[src/rtl/sram_pkg.sv]
// Shared constants and arbiter state encoding for the SRAM sequencing slice.
package sram_pkg;
    localparam int ADDR_W         = 18;
    localparam int DATA_W         = 16;
    localparam int WORDS_PER_LINE = 40;
    localparam int LINES          = 480;

    typedef enum logic [2:0] {
        IDLE       = 3'd0,
        FETCH_REQ  = 3'd1,
        FETCH_WAIT = 3'd2,
        WRITE_REQ  = 3'd3,
        WRITE_WAIT = 3'd4
    } arb_state_t;
endpackage

[src/rtl/sram_wr_fifo.sv]
// Draw-write queue: power-of-two deep synchronous FIFO with registered full/empty status.
module sram_wr_fifo #(
    parameter int DEPTH = 4,
    parameter int WIDTH = sram_pkg::ADDR_W + sram_pkg::DATA_W
) (
    input  logic             clk,
    input  logic             reset,
    input  logic             push,
    input  logic [WIDTH-1:0] push_data,
    input  logic             pop,
    output logic [WIDTH-1:0] pop_data,
    output logic             not_full,
    output logic             not_empty
);
    localparam int PTR_W = $clog2(DEPTH);
    localparam int CNT_W = PTR_W + 1;

    logic [WIDTH-1:0] mem_r [DEPTH];
    logic [PTR_W-1:0] wr_ptr_r;
    logic [PTR_W-1:0] rd_ptr_r;
    logic [CNT_W-1:0] count_r;
    logic [CNT_W-1:0] count_next_s;
    logic             push_ok_s;
    logic             pop_ok_s;

    assign pop_data = mem_r[rd_ptr_r];

    // Accept/retire decisions; a push into a full FIFO is taken only if a pop frees a slot
    always_comb begin
        pop_ok_s     = pop && not_empty;
        push_ok_s    = push && (not_full || pop_ok_s);
        count_next_s = count_r;
        if (push_ok_s && !pop_ok_s) begin
            count_next_s = count_r + CNT_W'(1);
        end else if (pop_ok_s && !push_ok_s) begin
            count_next_s = count_r - CNT_W'(1);
        end else begin
            count_next_s = count_r;
        end
    end

    // Storage, pointers and status flags
    always_ff @(posedge clk or posedge reset) begin
        if (reset) begin
            for (int i = 0; i < DEPTH; i++) begin
                mem_r[i] <= '0;
            end
            wr_ptr_r  <= '0;
            rd_ptr_r  <= '0;
            count_r   <= '0;
            not_full  <= 1'b1;
            not_empty <= 1'b0;
        end else begin
            if (push_ok_s) begin
                mem_r[wr_ptr_r] <= push_data;
                wr_ptr_r        <= wr_ptr_r + PTR_W'(1);
            end
            if (pop_ok_s) begin
                rd_ptr_r <= rd_ptr_r + PTR_W'(1);
            end
            count_r   <= count_next_s;
            not_full  <= (count_next_s != CNT_W'(DEPTH));
            not_empty <= (count_next_s != CNT_W'(0));
        end
    end
endmodule

[src/rtl/sram_arbiter.sv]
// Shares the SRAM controller between the video line fetch (strict priority, atomic
// 40-word burst) and queued draw-path writes.
module sram_arbiter #(
    parameter int ADDR_W         = sram_pkg::ADDR_W,
    parameter int DATA_W         = sram_pkg::DATA_W,
    parameter int WORDS_PER_LINE = sram_pkg::WORDS_PER_LINE,
    parameter int FIFO_DEPTH     = 4
) (
    input  logic              clk,
    input  logic              reset,
    input  logic              fetch_start,
    input  logic [8:0]        fetch_line,
    output logic              fetch_busy,
    output logic              fetch_valid,
    output logic [5:0]        fetch_index,
    output logic [DATA_W-1:0] fetch_data,
    output logic              fetch_done,
    input  logic              wr_req,
    input  logic [ADDR_W-1:0] wr_addr,
    input  logic [DATA_W-1:0] wr_data,
    output logic              wr_ready,
    output logic [ADDR_W-1:0] sram_address,
    output logic [DATA_W-1:0] sram_data_write,
    output logic              sram_read,
    output logic              sram_write,
    input  logic              sram_ready,
    input  logic [DATA_W-1:0] sram_data_read
);
    import sram_pkg::*;

    localparam logic [5:0] LAST_IDX = 6'(WORDS_PER_LINE - 1);

    arb_state_t               state_r;
    logic                     pending_r;
    logic [8:0]               pend_line_r;
    logic [8:0]               cur_line_r;
    logic [5:0]               idx_r;
    logic [ADDR_W-1:0]        fetch_addr_s;
    logic                     fifo_pop_s;
    logic                     fifo_not_empty_s;
    logic [ADDR_W+DATA_W-1:0] fifo_head_s;

    assign fetch_addr_s = ADDR_W'(cur_line_r) * ADDR_W'(WORDS_PER_LINE) + ADDR_W'(idx_r);
    assign fifo_pop_s   = (state_r == WRITE_REQ);

    sram_wr_fifo #(
        .DEPTH (FIFO_DEPTH),
        .WIDTH (ADDR_W + DATA_W)
    ) u_wr_fifo (
        .clk       (clk),
        .reset     (reset),
        .push      (wr_req),
        .push_data ({wr_addr, wr_data}),
        .pop       (fifo_pop_s),
        .pop_data  (fifo_head_s),
        .not_full  (wr_ready),
        .not_empty (fifo_not_empty_s)
    );

    // Arbitration FSM with registered SRAM and fetch outputs
    always_ff @(posedge clk or posedge reset) begin
        if (reset) begin
            state_r         <= IDLE;
            pending_r       <= 1'b0;
            pend_line_r     <= 9'd0;
            cur_line_r      <= 9'd0;
            idx_r           <= 6'd0;
            fetch_busy      <= 1'b0;
            fetch_valid     <= 1'b0;
            fetch_index     <= 6'd0;
            fetch_data      <= '0;
            fetch_done      <= 1'b0;
            sram_address    <= '0;
            sram_data_write <= '0;
            sram_read       <= 1'b0;
            sram_write      <= 1'b0;
        end else begin
            fetch_valid <= 1'b0;
            fetch_done  <= 1'b0;
            fetch_busy  <= fetch_start || pending_r;
            if (fetch_start) begin
                pending_r   <= 1'b1;
                pend_line_r <= fetch_line;
            end
            case (state_r)
                IDLE: begin
                    // A start arriving this cycle is served directly, newest line wins
                    if (fetch_start || pending_r) begin
                        cur_line_r <= fetch_start ? fetch_line : pend_line_r;
                        pending_r  <= 1'b0;
                        idx_r      <= 6'd0;
                        fetch_busy <= 1'b1;
                        state_r    <= FETCH_REQ;
                    end else if (fifo_not_empty_s) begin
                        state_r <= WRITE_REQ;
                    end else begin
                        state_r <= IDLE;
                    end
                end
                FETCH_REQ: begin
                    sram_address <= fetch_addr_s;
                    sram_read    <= 1'b1;
                    fetch_busy   <= 1'b1;
                    state_r      <= FETCH_WAIT;
                end
                FETCH_WAIT: begin
                    if (sram_ready) begin
                        sram_read   <= 1'b0;
                        fetch_valid <= 1'b1;
                        fetch_index <= idx_r;
                        fetch_data  <= sram_data_read;
                        if (idx_r == LAST_IDX) begin
                            fetch_done <= 1'b1;
                            state_r    <= IDLE;
                        end else begin
                            idx_r      <= idx_r + 6'd1;
                            fetch_busy <= 1'b1;
                            state_r    <= FETCH_REQ;
                        end
                    end else begin
                        fetch_busy <= 1'b1;
                        state_r    <= FETCH_WAIT;
                    end
                end
                WRITE_REQ: begin
                    sram_address    <= fifo_head_s[ADDR_W+DATA_W-1:DATA_W];
                    sram_data_write <= fifo_head_s[DATA_W-1:0];
                    sram_write      <= 1'b1;
                    state_r         <= WRITE_WAIT;
                end
                WRITE_WAIT: begin
                    if (sram_ready) begin
                        sram_write <= 1'b0;
                        state_r    <= IDLE;
                    end else begin
                        state_r <= WRITE_WAIT;
                    end
                end
                default: begin
                    sram_read  <= 1'b0;
                    sram_write <= 1'b0;
                    state_r    <= IDLE;
                end
            endcase
        end
    end
endmodule

[config.mk]
export PLATFORM = sky130hd
export DESIGN_NAME = sram_arbiter
export DESIGN_NICKNAME = d
export VERILOG_FILES = /design/src/rtl/sram_pkg.sv /design/src/rtl/sram_wr_fifo.sv /design/src/rtl/sram_arbiter.sv
export SDC_FILE = /design/constraint.sdc
export NUM_CORES = 1
export LEC_CHECK = 0
export CAP_MARGIN = 20
export CORE_ASPECT_RATIO = 0.7
export CORE_UTILIZATION = 35
export CTS_BUF_LIST = sky130_fd_sc_hd__clkbuf_16
export CTS_CLUSTER_SIZE = 14
export DETAILED_ROUTE_END_ITERATION = 12
export GPL_TIMING_DRIVEN = 0
export SLEW_MARGIN = 40
export SYNTH_ARGS = -nofsm -noshare
export SYNTH_HDL_FRONTEND = slang
export SYNTH_SLANG_ARGS = --single-unit
[constraint.sdc]
create_clock -name clk -period 8.4 [get_ports clk]
set_input_delay 1.68 -clock clk [delete_from_list [all_inputs] [get_ports clk]]
set_output_delay 1.68 -clock clk [all_outputs]
set_load 0.02 [all_outputs]
## Word-level counts from Yosys, hierarchy flattened

Index checks and enable logic that the tools add are counted.

| storage, ports and cells | value |
|---|---|
| input port bits | 64 |
| logic and storage cells | 102 |
| output and inout port bits | 62 |
| flip-flop bits (word level) | 234 |

| operators by class | value |
|---|---|
| order comparisons | 3 |
| equality and inequality tests | 10 |
| mux-type cells | 35 |
| reduce and logical (&&, ||, !) cells | 20 |
| add/subtract/negate cells | 6 |
| multiply operators | 1 |
| bitwise gates (word level) | 4 |

Operator list:

| operator | count |
|---|---|
| bitwise mux 136 bit | 1 |
| 2-to-1 mux 34 bit | 3 |
| binary-select mux 34 bit (select 2 bit) | 1 |
| demux 34 bit (select 2 bit) | 1 |
| case mux 18 bit (2 select lines) | 1 |
| 2-to-1 mux 6 bit | 3 |
| adder 15 x 6 -> 16 bit | 1 |
| case mux 3 bit (5 select lines) | 1 |
| 2-to-1 mux 1 bit | 13 |
| multiplier 9 x 3 -> 12 bit, second input constant | 1 |
| 2-to-1 mux 3 bit | 4 |
| case mux 6 bit (2 select lines) | 1 |
| 2-to-1 mux 9 bit | 1 |
| case mux 1 bit (3 select lines) | 3 |
| != test 2 bit, second input constant | 4 |
| AND reduction 2 bit | 4 |
| adder 6 x 1 -> 6 bit, second input constant | 1 |
| equality test 3 x 2 -> 1 bit, second input constant | 2 |
| equality test 6 bit, second input constant | 1 |
| >= comparator 3 bit, second input constant | 2 |
| NOT 2 -> 3 bit | 2 |
| OR reduction 3 bit | 2 |
| logical AND 1 bit | 5 |
| adder 2 x 1 -> 2 bit, second input constant | 2 |
| other kinds (14) | 19 |

## Longest topological paths before layout

| logic depth | value |
|---|---|
| depth after elaboration | 9 |
| depth in mapped cells | 11 |
| depth with buffers taken out | 11 |

## Hierarchy

Synthesis repeated with hierarchy kept, for this count alone.

| second synthesis, totals | value |
|---|---|
| cell total of the unflattened synthesis | 748 |
| area, all modules | 11299.6 um^2 |

Modules (own cells, without submodules):

| module | instances | cells an instance | area each (um^2) | seq. area each (um^2) |
|---|---|---|---|---|
| sram_wr_fifo | 1 | 376 | 7020.5 | 3629.7 |
| sram_arbiter | 1 | 372 | 4279.1 | 2227.1 |

## Least setup slack after synthesis

No wires, ideal clock.

| timing path | value |
|---|---|
| path kind | input to register |
| from | in sram_ready |
| to | reg idx_r[5] |
| buffers on the path | 0 |
| stages on the path | 7 |
| slack | 5.459 ns |
| required time | 8.278 ns |
| arrival | 2.819 ns |
| cells stage by stage | inv_1 > nor3_2 > a21oi_1 > nor2_1 > nand3_1 > xor2_1 > nor2_1 |

| between the ends | value |
|---|---|
| longest elaborated chain between the ends | 2 |

RTL lines:

| item | RTL line | source |
|---|---|---|
| start: declaration | sram_arbiter.sv:26 | `input logic sram_ready,` |
| != test 2 bit (no line) | - |  |
| AND reduction 4 bit (no line) | - |  |
| end signal: assignment | sram_arbiter.sv:116 | `idx_r <= idx_r + 6'd1;` |
| end: declaration | sram_arbiter.sv:37 | `logic [5:0] idx_r;` |

Every way passes these cells.
A chain may end at the register's enable or synchronous reset.

## Final worst setup path

Ends and elaborated chain as after synthesis.

==> reports/metrics.yaml <==
global_route:
  antenna_found_initial: 2
  grt_overflow_total: 0
  grtUsageTotal_pct: 16.0
  grt_pass1_wl_mm: 38.9
  grt_max_degree: 77
  grt_pass1_vias: 6849
sta:
  period_share_pct: 40.7
  slew_headroom_pct: 45.5
  max_freq_mhz: 292
  tightestPinTransition_ns: 0.818
  hold_viol: 0
  fin_ws_ns: 4.98
  period_needed_ns: 3.42
  finClkSkew_ns: 0.00700
  rsz0062_at_grt: "false"
  fin_hold_ws_ns: 0.471
  finalSetupViolCount: 0
  slew_viol_final: 0
logic_synthesis:
  synth_seq_cells: 234
  syn_area_sq_um: 10700
  ys.flop_type: "dfrtp_1"
  synth_common_cells: "dfrtp_1, mux2_2, nand2_1"
  synth_area_leaders: "dfrtp_1, mux2_2, mux4_2, ha_1, nand2_1"
  yosysWarnings: 0
  syn_nets: 858
  synth_cells: 768
  synthArstFlopShare_pct: 100
  yosys.area.top_type_share_pct: 54.7
  synth_edf_count: 0
  syn_area_per_cell_sq_um: 13.9
  synth.distinct_cells: 60
  synth_top_cell_by_area: "dfrtp_1"
  synth.most_common_cell: "dfrtp_1"
  seq_area_frac_synth_pct: 55.0
finish:
  multi_input_area_sq_um: 4470
  finalInstanceArea_sq_um: 13300
  filler_cell_count: 2781
  fin_nets: 1013
  synthToLayoutAreaGrowth_pct: 24.4
  drive_gt1_share_pct: 29.4
  regArea_sq_um: 5860
power_and_ir_drop:
  leakage_nw: 5.72
  p_per_area_nw_per_um2: 413
  ir_drop_mv: 0.139
  p_total_mw: 5.48
clocking:
  cts_buffer_depth: 3
  path_clk_slew_ns: 0.06
  ctsHoldBuffers: 0
  cts.repair.resized: 0
  cts_setup_buffers: 0
  cts.sinks: 234
  clk_latency_ns: 0.51
  cts_tree: "done"
  cts-buffers-inserted: 25
  root_buffer: "clkbuf_16"
  htree_levels: 1
worst_setup_path:
  r2r_slack_ns: 5.42
  ff2ff_path_depth: 11
  crit_chain: "clkdlybuf4s50_1 > inv_1 > nor3_2 > a21oi_1 > nor2_1 > nand3_1 > xor2_1 > nor2_1"
  cpPeakStageDelay_ns: 0.60
  end_kind: "flop"
  cp.required_ns: 8.80
  r2r-start: "cur_line_r[1]"
  startpoint_type: "input port"
  r2r_end: "sram_address[13]"
  path_common_cell: "nor2_1"
  critPathSlowestCell: "nor3_2"
  critPathMaxFanout: 10
  arrival_ns: 3.82
  crit_type: "input port to flop"
die:
  io_pins: 126
  start_util_pct: 35.5
  rows: 53
  die_h_microns: 148
  dieArea_sq_um: 31200
  die_w_microns: 211
  coreArea_sq_um: 30000
placement:
  dp_hpwl_mm: 17.3
  port_buffers: 125
  place.gp.congestion: 0.782
  placed_cell_area_sq_um: 12500
  pre_cts_slack_ns: 4.41
route:
  ant_nets: 0
  num_vias: 6545
  post_drt_wl_per_cell_microns: 17.8
  vias_per_cell: 4.83
  drcViolationCount: 2
  dr.pass1.iters: 10
  wirelength_mm: 24.1
  drt_iter0_drc: 388
worst_hold_path:
  holdPathEnd: "u_wr_fifo.count_r[2]"
  min_path_cells: 1
  min_path_type: "flop to flop"
  min_from: "u_wr_fifo.count_r[2]"
status:
  status: "complete, but fails checks"
  violations: "design-rule violations"
job:
  drv_cap: 0
-- layout make-up --
cell class	count	share of cell area [%]
Clock buffer	25	4.72
Clock inverter	20	0.859
Tap cell	412	3.89
Multi-Input combinational cell	482	33.7
Antenna cell	1	0.0189
Timing Repair Buffer	128	10.1
Sequential cell	234	44.2
Buffer	35	2.01
Inverter	17	0.538
-- routing by layer --
metal	vias up	share of wire (%)	global-route usage [%]
li1	3072	-	-
met1	3332	50	24.7
met2	111	44	23.6
met3	30	4.6	2.51
met4	0	1.5	3.44
met5	-	0	0
-- flip-flops by register name (all words and copies together) (netlist names), 2 cells and up --
signal	flops
idx_r	6
u_wr_fifo.rd_ptr_r	2
fetch_index	6
u_wr_fifo.wr_ptr_r	2
u_wr_fifo.count_r	3
sram_address	18
cur_line_r	9
sram_data_write	16
state_r	3
fetch_data	16
u_wr_fifo.mem_r	136
pend_line_r	9
-- critical path, delay by kind of cell --
| family | cells | cell delay (ns) |
|---|---|---|
| buffers and inverters | 2 | 0.68 |
| AOI/OAI and AO/OA | 1 | 0.28 |
| xor gates and xnor gates | 1 | 0.15 |
| and+or+nand+nor | 4 | 1.02 |
-- layout by cell type (no fill, tap or decap), drive strengths merged, types with 2 or more instances in the layout --
cell type	instances
inv	26
clkbuf	37
nand4	3
clkdlybuf4s50	125
ha	24
a21oi	25
xor2	10
nand2b	3
nor2	33
o31ai	3
and3	2
o21ai	27
xnor2	11
nor4	2
clkinv	8
nor3	4
nand2	82
clkinvlp	2
mux2	175
mux2i	4
buf	26
a22o	3
nor2b	3
nand4b	2
dfrtp	233
fa	2
mux4	34
and2	2
a21o	2
nand3	9
-- kinds of logic after synthesis --
group	share of synthesized area, %
xor+xnor	1.73
compound gates	4.02
simple gates	6.89
buf+inv	3.10
mux	26.1
flops	55.0
fa+ha+maj	3.19
-- worst max-delay path by stage --
| stage | start | end | slack (ns) | cells past startpoint |
|---|---|---|---|---|
| CTS | sram_ready | idx_r[5] | 4.95 | 8 |
| finish | sram_ready | idx_r[5] | 4.98 | 8 |
| floorplan | reset | cur_line_r[0] | 0.30 | 1 |
| detailed placement | sram_ready | idx_r[5] | 4.41 | 8 |
| global placement | reset | fetch_data[5] | -3.07 | 2 |
| global route | sram_ready | idx_r[5] | 4.79 | 8 |
-- through the flow --
| stage | util, % | std cells | setup TNS [ns] |
|---|---|---|---|
| 6_report | 44.2 | 1354 | 0 |
| 5_1_grt | 44.2 | 1353 | 0 |
| 4_1_cts | 44.2 | 1353 | 0 |
| 3_5_place_dp | 41.7 | 1308 | 0 |
| 3_3_place_gp | 41.4 | 1305 | -707.23 |
| 2_1_floorplan | - | 768 | 0 |
-- report_power, final --
| group | total, mW | switching [mW] | internal (mW) |
|---|---|---|---|
| clock network | 1.00 | 0.437 | 0.568 |
| registers | 1.95 | 0.293 | 1.66 |
| logic | 2.52 | 1.22 | 1.30 |
| total | 5.48 | 1.95 | 3.53 |
Power figures use the tool's default switching activity.
